**config.mk**
```make
export PLATFORM = sky130hd
export DESIGN_NAME = vend_dispense_scheduler_flat
export DESIGN_NICKNAME = d
export VERILOG_FILES = /design/src/rtl/vend_dispense_scheduler_if.sv /design/src/rtl/vend_dispense_scheduler.sv /design/src/flat_wrapper.sv
export SDC_FILE = /design/constraint.sdc
export NUM_CORES = 1
export LEC_CHECK = 0
export CAP_MARGIN = 20
export CORE_MARGIN = 2
export CORE_UTILIZATION = 45
export CTS_BUF_LIST = sky130_fd_sc_hd__clkbuf_4
export DETAILED_ROUTE_END_ITERATION = 6
export HOLD_SLACK_MARGIN = 0.15
export PLACE_DENSITY_LB_ADDON = 0.15
export RECOVER_POWER = 25
export SKIP_LAST_GASP = 1
export SYNTH_ARGS = -nofsm -noshare
export SYNTH_HDL_FRONTEND = slang
export SYNTH_SLANG_ARGS = --single-unit
```
**constraint.sdc**
```tcl
create_clock -name clk -period 1.9 [get_ports clk]
set_input_delay 0.38 -clock clk [delete_from_list [all_inputs] [get_ports clk]]
set_output_delay 0.38 -clock clk [all_outputs]
set_load 0.02 [all_outputs]
```
**src/rtl/vend_dispense_scheduler_if.sv**
```systemverilog
// Handshake and status bundle between the two front-panel requesters and
// the dispense scheduler. The requester side drives the requests; the
// scheduler drives the grants, the motor, the coin hopper and the stock levels.
interface vend_dispense_scheduler_if;
    logic       req_a;
    logic [1:0] prod_a;
    logic [4:0] chg_a;
    logic       req_b;
    logic [1:0] prod_b;
    logic [4:0] chg_b;
    logic       refill;
    logic       gnt_a;
    logic       gnt_b;
    logic       rej_a;
    logic       rej_b;
    logic       done_a;
    logic       done_b;
    logic       motor_en;
    logic [1:0] motor_sel;
    logic       coin_pulse;
    logic       busy;
    logic [3:0] stock1;
    logic [3:0] stock2;

    modport master (
        output req_a, prod_a, chg_a, req_b, prod_b, chg_b, refill,
        input  gnt_a, gnt_b, rej_a, rej_b, done_a, done_b,
        input  motor_en, motor_sel, coin_pulse, busy, stock1, stock2
    );

    modport slave (
        input  req_a, prod_a, chg_a, req_b, prod_b, chg_b, refill,
        output gnt_a, gnt_b, rej_a, rej_b, done_a, done_b,
        output motor_en, motor_sel, coin_pulse, busy, stock1, stock2
    );
endinterface

```
**src/rtl/vend_dispense_scheduler.sv**
```systemverilog
// Round-robin scheduler sharing one dispenser motor and one 5 Rs coin hopper
// between two requesters. Each vend runs: motor pulse, coin-by-coin change,
// completion pulse. Per-product stock is tracked and reloaded on refill.
// Every output is a register loaded from the next-state decode so that the
// visible outputs line up with the state being entered.
module vend_dispense_scheduler #(
    parameter int DISP_CYCLES = 4,
    parameter int COIN_GAP    = 2,
    parameter int STOCK_INIT  = 2
) (
    input  logic                     clk,
    input  logic                     rst,
    vend_dispense_scheduler_if.slave bus
);

    localparam logic [2:0] S_IDLE     = 3'd0;
    localparam logic [2:0] S_REJECT   = 3'd1;
    localparam logic [2:0] S_DISPENSE = 3'd2;
    localparam logic [2:0] S_CHANGE   = 3'd3;
    localparam logic [2:0] S_GAP      = 3'd4;
    localparam logic [2:0] S_DONE     = 3'd5;

    localparam int         CNT_W     = 8;
    localparam logic [3:0] STOCK_RST = 4'(STOCK_INIT);

    logic [2:0]       r_state, w_state_next;
    logic [CNT_W-1:0] r_cnt, w_cnt_next;
    logic [2:0]       r_coins, w_coins_next;
    logic [1:0]       r_prod, w_prod_next;
    logic             r_owner_b, w_owner_b_next;
    logic             r_rr_b, w_rr_b_next;
    logic [3:0]       r_stock1, w_stock1_next;
    logic [3:0]       r_stock2, w_stock2_next;

    logic             r_gnt_a, r_gnt_b, r_rej_a, r_rej_b, r_done_a, r_done_b;
    logic             r_motor_en, r_coin_pulse, r_busy;
    logic [1:0]       r_motor_sel;

    logic             w_any_req;
    logic             w_sel_b;
    logic [1:0]       w_sel_prod;
    logic [4:0]       w_sel_chg;
    logic [2:0]       w_sel_coins;
    logic             w_prod_ok;
    logic             w_arb;
    logic             w_accept;
    logic             w_reject;

    // Arbitration: a lone request wins; on a tie the requester not served last wins.
    always_comb begin
        w_any_req   = bus.req_a | bus.req_b;
        w_sel_b     = (bus.req_a & bus.req_b) ? r_rr_b : bus.req_b;
        w_sel_prod  = w_sel_b ? bus.prod_b : bus.prod_a;
        w_sel_chg   = w_sel_b ? bus.chg_b : bus.chg_a;
        w_sel_coins = 3'(w_sel_chg / 5'd5);
        w_prod_ok   = ((w_sel_prod == 2'b01) && (r_stock1 != 4'd0)) ||
                      ((w_sel_prod == 2'b10) && (r_stock2 != 4'd0));
        w_arb       = (r_state == S_IDLE) && !bus.refill && w_any_req;
        w_accept    = w_arb && w_prod_ok;
        w_reject    = w_arb && !w_prod_ok;
    end

    // Next-state, counters, latched vend parameters and stock bookkeeping.
    always_comb begin
        w_state_next   = r_state;
        w_cnt_next     = r_cnt;
        w_coins_next   = r_coins;
        w_prod_next    = r_prod;
        w_owner_b_next = r_owner_b;
        w_rr_b_next    = r_rr_b;
        w_stock1_next  = r_stock1;
        w_stock2_next  = r_stock2;
        case (r_state)
            S_IDLE: begin
                if (bus.refill) begin
                    w_stock1_next = STOCK_RST;
                    w_stock2_next = STOCK_RST;
                end else if (w_any_req) begin
                    w_rr_b_next    = ~w_sel_b;
                    w_owner_b_next = w_sel_b;
                    if (w_prod_ok) begin
                        w_state_next = S_DISPENSE;
                        w_cnt_next   = CNT_W'(DISP_CYCLES - 1);
                        w_coins_next = w_sel_coins;
                        w_prod_next  = w_sel_prod;
                        if (w_sel_prod == 2'b01) begin
                            w_stock1_next = r_stock1 - 4'd1;
                        end else begin
                            w_stock2_next = r_stock2 - 4'd1;
                        end
                    end else begin
                        w_state_next = S_REJECT;
                    end
                end
            end
            S_REJECT: begin
                w_state_next = S_IDLE;
            end
            S_DISPENSE: begin
                if (r_cnt == '0) begin
                    w_state_next = (r_coins != 3'd0) ? S_CHANGE : S_DONE;
                end else begin
                    w_cnt_next = r_cnt - 1'b1;
                end
            end
            S_CHANGE: begin
                w_coins_next = r_coins - 3'd1;
                if (r_coins > 3'd1) begin
                    w_state_next = S_GAP;
                    w_cnt_next   = CNT_W'(COIN_GAP - 1);
                end else begin
                    w_state_next = S_DONE;
                end
            end
            S_GAP: begin
                if (r_cnt == '0) begin
                    w_state_next = S_CHANGE;
                end else begin
                    w_cnt_next = r_cnt - 1'b1;
                end
            end
            S_DONE: begin
                w_state_next = S_IDLE;
            end
            default: begin
                w_state_next = S_IDLE;
            end
        endcase
    end

    // State and bookkeeping registers; reset abandons any vend in flight.
    always_ff @(posedge clk) begin
        if (!rst) begin
            r_state   <= S_IDLE;
            r_cnt     <= '0;
            r_coins   <= 3'd0;
            r_prod    <= 2'b00;
            r_owner_b <= 1'b0;
            r_rr_b    <= 1'b0;
            r_stock1  <= STOCK_RST;
            r_stock2  <= STOCK_RST;
        end else begin
            r_state   <= w_state_next;
            r_cnt     <= w_cnt_next;
            r_coins   <= w_coins_next;
            r_prod    <= w_prod_next;
            r_owner_b <= w_owner_b_next;
            r_rr_b    <= w_rr_b_next;
            r_stock1  <= w_stock1_next;
            r_stock2  <= w_stock2_next;
        end
    end

    // Registered outputs decoded from the state being entered.
    always_ff @(posedge clk) begin
        if (!rst) begin
            r_gnt_a      <= 1'b0;
            r_gnt_b      <= 1'b0;
            r_rej_a      <= 1'b0;
            r_rej_b      <= 1'b0;
            r_done_a     <= 1'b0;
            r_done_b     <= 1'b0;
            r_motor_en   <= 1'b0;
            r_motor_sel  <= 2'b00;
            r_coin_pulse <= 1'b0;
            r_busy       <= 1'b0;
        end else begin
            r_gnt_a      <= w_accept & ~w_sel_b;
            r_gnt_b      <= w_accept & w_sel_b;
            r_rej_a      <= w_reject & ~w_sel_b;
            r_rej_b      <= w_reject & w_sel_b;
            r_done_a     <= (w_state_next == S_DONE) & ~w_owner_b_next;
            r_done_b     <= (w_state_next == S_DONE) & w_owner_b_next;
            r_motor_en   <= (w_state_next == S_DISPENSE);
            r_motor_sel  <= (w_state_next == S_DISPENSE) ? w_prod_next : 2'b00;
            r_coin_pulse <= (w_state_next == S_CHANGE);
            r_busy       <= (w_state_next != S_IDLE);
        end
    end

    assign bus.gnt_a      = r_gnt_a;
    assign bus.gnt_b      = r_gnt_b;
    assign bus.rej_a      = r_rej_a;
    assign bus.rej_b      = r_rej_b;
    assign bus.done_a     = r_done_a;
    assign bus.done_b     = r_done_b;
    assign bus.motor_en   = r_motor_en;
    assign bus.motor_sel  = r_motor_sel;
    assign bus.coin_pulse = r_coin_pulse;
    assign bus.busy       = r_busy;
    assign bus.stock1     = r_stock1;
    assign bus.stock2     = r_stock2;

endmodule

```
**src/flat_wrapper.sv**
```systemverilog
// flat-port wrapper written by rule: the top's interface ports become plain ports
module vend_dispense_scheduler_flat 
#(
    parameter int DISP_CYCLES = 4,
    parameter int COIN_GAP    = 2,
    parameter int STOCK_INIT  = 2
)
  (clk, rst, bus_req_a, bus_prod_a, bus_chg_a, bus_req_b, bus_prod_b, bus_chg_b, bus_refill, bus_gnt_a, bus_gnt_b, bus_rej_a, bus_rej_b, bus_done_a, bus_done_b, bus_motor_en, bus_motor_sel, bus_coin_pulse, bus_busy, bus_stock1, bus_stock2);
  vend_dispense_scheduler_if bus_i ();
  input  logic clk;
  input  logic rst;
  input wire logic [$bits(bus_i.req_a)-1:0] bus_req_a;
  input wire logic [$bits(bus_i.prod_a)-1:0] bus_prod_a;
  input wire logic [$bits(bus_i.chg_a)-1:0] bus_chg_a;
  input wire logic [$bits(bus_i.req_b)-1:0] bus_req_b;
  input wire logic [$bits(bus_i.prod_b)-1:0] bus_prod_b;
  input wire logic [$bits(bus_i.chg_b)-1:0] bus_chg_b;
  input wire logic [$bits(bus_i.refill)-1:0] bus_refill;
  output wire logic [$bits(bus_i.gnt_a)-1:0] bus_gnt_a;
  output wire logic [$bits(bus_i.gnt_b)-1:0] bus_gnt_b;
  output wire logic [$bits(bus_i.rej_a)-1:0] bus_rej_a;
  output wire logic [$bits(bus_i.rej_b)-1:0] bus_rej_b;
  output wire logic [$bits(bus_i.done_a)-1:0] bus_done_a;
  output wire logic [$bits(bus_i.done_b)-1:0] bus_done_b;
  output wire logic [$bits(bus_i.motor_en)-1:0] bus_motor_en;
  output wire logic [$bits(bus_i.motor_sel)-1:0] bus_motor_sel;
  output wire logic [$bits(bus_i.coin_pulse)-1:0] bus_coin_pulse;
  output wire logic [$bits(bus_i.busy)-1:0] bus_busy;
  output wire logic [$bits(bus_i.stock1)-1:0] bus_stock1;
  output wire logic [$bits(bus_i.stock2)-1:0] bus_stock2;
  assign bus_i.req_a = bus_req_a;
  assign bus_i.prod_a = bus_prod_a;
  assign bus_i.chg_a = bus_chg_a;
  assign bus_i.req_b = bus_req_b;
  assign bus_i.prod_b = bus_prod_b;
  assign bus_i.chg_b = bus_chg_b;
  assign bus_i.refill = bus_refill;
  assign bus_gnt_a = bus_i.gnt_a;
  assign bus_gnt_b = bus_i.gnt_b;
  assign bus_rej_a = bus_i.rej_a;
  assign bus_rej_b = bus_i.rej_b;
  assign bus_done_a = bus_i.done_a;
  assign bus_done_b = bus_i.done_b;
  assign bus_motor_en = bus_i.motor_en;
  assign bus_motor_sel = bus_i.motor_sel;
  assign bus_coin_pulse = bus_i.coin_pulse;
  assign bus_busy = bus_i.busy;
  assign bus_stock1 = bus_i.stock1;
  assign bus_stock2 = bus_i.stock2;
  vend_dispense_scheduler #(.DISP_CYCLES(DISP_CYCLES), .COIN_GAP(COIN_GAP), .STOCK_INIT(STOCK_INIT)) u_core (.clk(clk), .rst(rst), .bus(bus_i));
endmodule
```
Yosys cells after proc, flatten, opt, wreduce, memory -nomap -nowiden. Cells that the tools add are included. Widths: inputs -> output; s select.

Add/sub/neg operators: 4. Divide/modulo/power cells: 1. Order comparisons: 1. Eq/ne operators: 14. Multiplexer cells: 36. Bitwise logic cells: 11. Reductions and logical operators: 27.

Operators with widths (count): $mux 8 (5); $mux 4 (8); $mux 3 (8); $pmux 8 s3 (1); $eq 3x2->1 const B (4); $mux 2 (6); $pmux 3 s4 (1); $reduce_and 4->1 (3); $reduce_bool 3->1 (3); $logic_not 8->1 (1); $reduce_bool 2->1 (4); $reduce_bool 4->1 (2); $sub 4x1->4 const B (2); $sub 8x1->8 const B (1); $and 1x1->1 (7); $eq 3x3->1 const B (2); $logic_and 1x1->1 (6); $ne 2x1->1 const B (3); $ne 2x2->1 const B (3); $pmux 3 s2 (1); $reduce_and 6->1 (1); $div 5x3->5 const B (1); $mux 1 (5); $mux 5 (1); 12 further kinds (15).

Register bits after elaboration: 37. Bits of input ports: 19. Logic and storage cells: 112.

Longest topological paths before layout.
Depth in word-level cells: 12. Depth in mapped cells: 9.

Worst setup path after synthesis. OpenSTA, ideal clock, no wires.

Path kind: flip-flop to flip-flop. From: register u_core.r_stock2[0] (netlist: u_core.bus.stock2[0]). To: register u_core.r_cnt[7]. Library setup time: 0.118 ns. Data arrival time: 1.917 ns. Required time: 1.782 ns. Setup slack: -0.135 ns. Cell stages (with the launch flop): 10. Cell sequence: dfxtp_1 -> inv_1 -> ha_1 -> nor3b_1 -> or3_1 -> a21o_4 -> buf_6 -> a31oi_1 -> xnor2_1 -> nor2_1.

Cells in the longest elaborated chain, start to end: 5.

RTL lines: start, declared (line vend_dispense_scheduler.sv:33) `logic [3:0] r_stock2, w_stock2_next;`; start signal, assigned (line vend_dispense_scheduler.sv:150) `r_stock2 <= w_stock2_next;`; $reduce_bool 4->1 (line vend_dispense_scheduler.sv:57) `((w_sel_prod == 2'b10) && (r_stock2 != 4'd0));`; $logic_and 1x1->1 (line vend_dispense_scheduler.sv:57); $logic_or 1x1->1 (line vend_dispense_scheduler.sv:56) `w_prod_ok = ((w_sel_prod == 2'b01) && (r_stock1 != 4'd0)) ||`; $ne 2x1->1 (no source line); $reduce_and 6->1 (no source line); end signal, assigned (line vend_dispense_scheduler.sv:144) `r_cnt <= w_cnt_next;`; end, declared (line vend_dispense_scheduler.sv:27) `logic [CNT_W-1:0] r_cnt, w_cnt_next;`.

No other way between the ends. A chain may end at the register's enable or synchronous reset.

Worst setup path in the final report.
From: register u_core.r_state[2]. To: register u_core.r_coins[1].

Cells in the longest elaborated chain, start to end: 3. Elaborated cells on any way between the ends: 8.

RTL lines: start, declared (line vend_dispense_scheduler.sv:26) `logic [2:0] r_state, w_state_next;`; start signal, assigned (line vend_dispense_scheduler.sv:143) `r_state <= w_state_next;`; $logic_not 3->1 / $eq 3x2->1 (equally long branches) (line vend_dispense_scheduler.sv:73) `case (r_state)`; $ne 2x1->1 (no source line), or another cell as far along; $reduce_and 4->1 (no source line); end signal, assigned (line vend_dispense_scheduler.sv:145) `r_coins <= w_coins_next;`; end, declared (line vend_dispense_scheduler.sv:28) `logic [2:0] r_coins, w_coins_next;`.

Several ways; a longest one is shown, not always the timed one.

==> impl_metrics.env <==
export IMPL_outcome="finished, violations left"
export IMPL_violations="negative setup slack"
export IMPL_die_width_microns=71.3
export IMPL_postCtsHoldBufs=0
export IMPL_ys_types=50
export IMPL_drtIter0Drc=66
export IMPL_synth_edf_count=0
export IMPL_dr_pass1_iters=4
export IMPL_antenna_cells=0
export IMPL_synth_async_reset_ratio_pct=0
export IMPL_wire_per_inst_microns=14.0
export IMPL_hp_class="flip-flop to flip-flop"
export IMPL_finalCritPeriodShare_pct=103
export IMPL_yosysMostFrequentCell="dfxtp_1"
export IMPL_cts_htree_levels=2
export IMPL_ys_flop_type="dfxtp_1"
export IMPL_placed_area_sq_mm=0.00286
export IMPL_cts_sinks=37
export IMPL_ys_ff_latch=37
export IMPL_drc=0
export IMPL_clock_latency_ns=0.35
export IMPL_grt_pass1_vias=1996
export IMPL_synth_cells=247
export IMPL_whs_ns=0.531
export IMPL_cts_clk_slew_worst_paths_ns=0.11
export IMPL_cp_start_kind="flip-flop"
export IMPL_clockBufferDepth=2
export IMPL_grt_pass1_wl_microns=9060
export IMPL_fin_cells=398
export IMPL_cp_cell_sequence="or3_4 -> or2_1 -> a211o_1 -> buf_4 -> a211oi_4 -> a311oi_2 -> a211oi_1"
export IMPL_worstPathRequired_ns=2.18
export IMPL_netlist_area_leader_share_pct=36.3
export IMPL_totalWireLength_microns=5570
export IMPL_ant_nets=0
export IMPL_setup_ws_ns=-0.0613
export IMPL_cts_tree="built"
export IMPL_crit_buf_inv=1
export IMPL_maxCapViolations=0
export IMPL_fmaxAchievable_mhz=510
export IMPL_cp_slowest_stage_delay_ns=0.40
export IMPL_antenna_found_initial=0
export IMPL_die_h_microns=71.3
export IMPL_syn_num_nets=275
export IMPL_rsz0062_at_grt="true"
export IMPL_overflow=0
export IMPL_yosysSeqAreaShare_pct=36.3
export IMPL_leakage_uw=0.00136
export IMPL_clock_root_buffer="clkbuf_4"
export IMPL_initial_core_util_pct=46.8
export IMPL_layout_nets=373
export IMPL_die_area_sq_mm=0.00509
export IMPL_avgViaCountPerCell=5.34
export IMPL_cts_buffers=5
export IMPL_core_area_sq_mm=0.00435
export IMPL_io_pins=38
export IMPL_worstPathArrival_ns=2.24
export IMPL_dp_cells=385
export IMPL_finalSetupViolCount=9
export IMPL_slowest_stage="or3_4"
export IMPL_crit_fanout=4
export IMPL_slew_viol_final=0
export IMPL_syn_area_sq_mm=0.00204
export IMPL_slew_headroom_pct=67.6
export IMPL_fin_area_sq_mm=0.00317
export IMPL_powerDensity_mw_per_mm2=1130
export IMPL_critPathTopFamily="compound AO/OA/AOI/OAI gates"
export IMPL_numPortBuffers=37
export IMPL_synth_common_cells="dfxtp_1, nor2_1, nand2_1"
export IMPL_hold_viol_final=0
export IMPL_skew_ns=0.00951
export IMPL_period_needed_ns=1.96
export IMPL_syn_avg_cell_area_sq_um=8.26
export IMPL_ir_drop_mv=0.882
export IMPL_synth_top_area_cell="dfxtp_1"
export IMPL_tightest_slew_ns=0.487
export IMPL_path_class="flip-flop to flip-flop"
export IMPL_area_delta_synth_final_pct=55.3
export IMPL_detailed_place_hpwl_microns=3790
export IMPL_cp_end_kind="flip-flop"
export IMPL_rows=24
export IMPL_grt_max_degree=12
export IMPL_num_vias=2125
export IMPL_fin_util_pct=72.7
export IMPL_ys_warnings_count=0
export IMPL_synth_area_leaders="dfxtp_1, ha_1, nor2_1, nand2_1, nor3b_1"
export IMPL_gp_congestion=0.823
export IMPL_power_uw=3570
export IMPL_drive_above_1_share_pct=30.1
export IMPL_grt_use_total_pct=22.3
[state kept, by name, indices dropped and copies added, names as in the netlist]
name / count
u_core.bus.gnt_a: 1
u_core.bus.gnt_b: 1
u_core.bus.done_a: 1
u_core.r_owner_b: 1
u_core.bus.motor_en: 1
u_core.bus.stock1: 4
u_core.r_cnt: 8
u_core.r_prod: 2
u_core.r_rr_b: 1
u_core.bus.coin_pulse: 1
u_core.r_state: 3
u_core.bus.motor_sel: 2
u_core.bus.rej_b: 1
u_core.bus.stock2: 4
u_core.bus.done_b: 1
u_core.bus.rej_a: 1
u_core.r_coins: 3
u_core.bus.busy: 1
[logic make-up after synthesis]
group                    after synthesis  share of synthesized area [%]
adder cells (fa/ha/maj)               11                           6.50
XOR/XNOR                              12                           5.15
AO/OA/AOI/OAI                         58                           19.8
AND/OR/NAND/NOR                      107                           27.8
buffers and inverters                 22                           4.48
flip-flops                            37                           36.3
[metrics by stage]
stage / worst slack (ns) / setup TNS [ns]
after floorplan: -0.0217 / -0.0866
after global routing: -0.145 / -1.85
after detailed placement: -0.457 / -10.56
after CTS: -0.0578 / -0.305
final: -0.0613 / -0.180
after global placement: -0.463 / -9.20
[worst min-delay path, delay by kind of cell, from the launching register on]
kind | cells | cell delay (ns)
flip-flops | 1 | 0.34
XOR/XNOR | 1 | 0.13
AND/OR/NAND/NOR | 1 | 0.04
[final cells by class]
class	count	area, sq um
Tap cell	52	65.1
Clock inverter	1	3.75
Timing Repair Buffer	95	817
Inverter	17	63.8
Multi-Input combinational cell	189	1420
Fill cell	338	1190
Sequential cell	37	747
Clock buffer	7	52.6
[timing repair]
action | CTS | global route
pin swaps | 0 | 14
gates resized for setup | 12 | 35
setup buffers | 0 | 4
cloned | 1 | 0
endpoints found under the setup margin | 17 | 31
[per-layer routing]
metal,share of wire (%),wire (microns),vias up,track usage [%]
met5,0,0,-,0
li1,-,-,1078,-
met2,49,2710,44,35.5
met1,46,2550,997,29.1
met4,1.2,69,0,9.22
met3,4.1,230,6,5.34
[power by group]
group / switching (uW) / internal (uW) / total, uW
Clock: 261 / 171 / 432
Sequential: 88.6 / 913 / 1000
Combinational: 1100 / 1040 / 2140
[final timing paths]
check,from,slack [ns],endpoint,cells after the start
setup / recovery,u_core.r_state[2],-0.06,u_core.r_coins[1],7
hold / removal,u_core.r_cnt[7],0.53,u_core.r_cnt[7],2
setup reg to reg,u_core.r_state[2],-0.06,u_core.r_coins[1],7
hold reg to reg,u_core.r_cnt[7],0.53,u_core.r_cnt[7],2
[layout by cell type, fill, tap and decap left out, types with 6 or more instances in the layout]
cell type        count
buf_4               55
dfxtp_1             34
clkdlybuf4s50_1     31
nor2_1              27
nand2_1             19
inv_1               16
ha_1                 9
a21oi_1              8
nand2b_1             7
clkbuf_4             7
nor3b_1              6
nor3_1               6
xor2_1               6
xnor2_1              6
dlygate4sd3_1        6
Power figures use the tool's default switching activity.
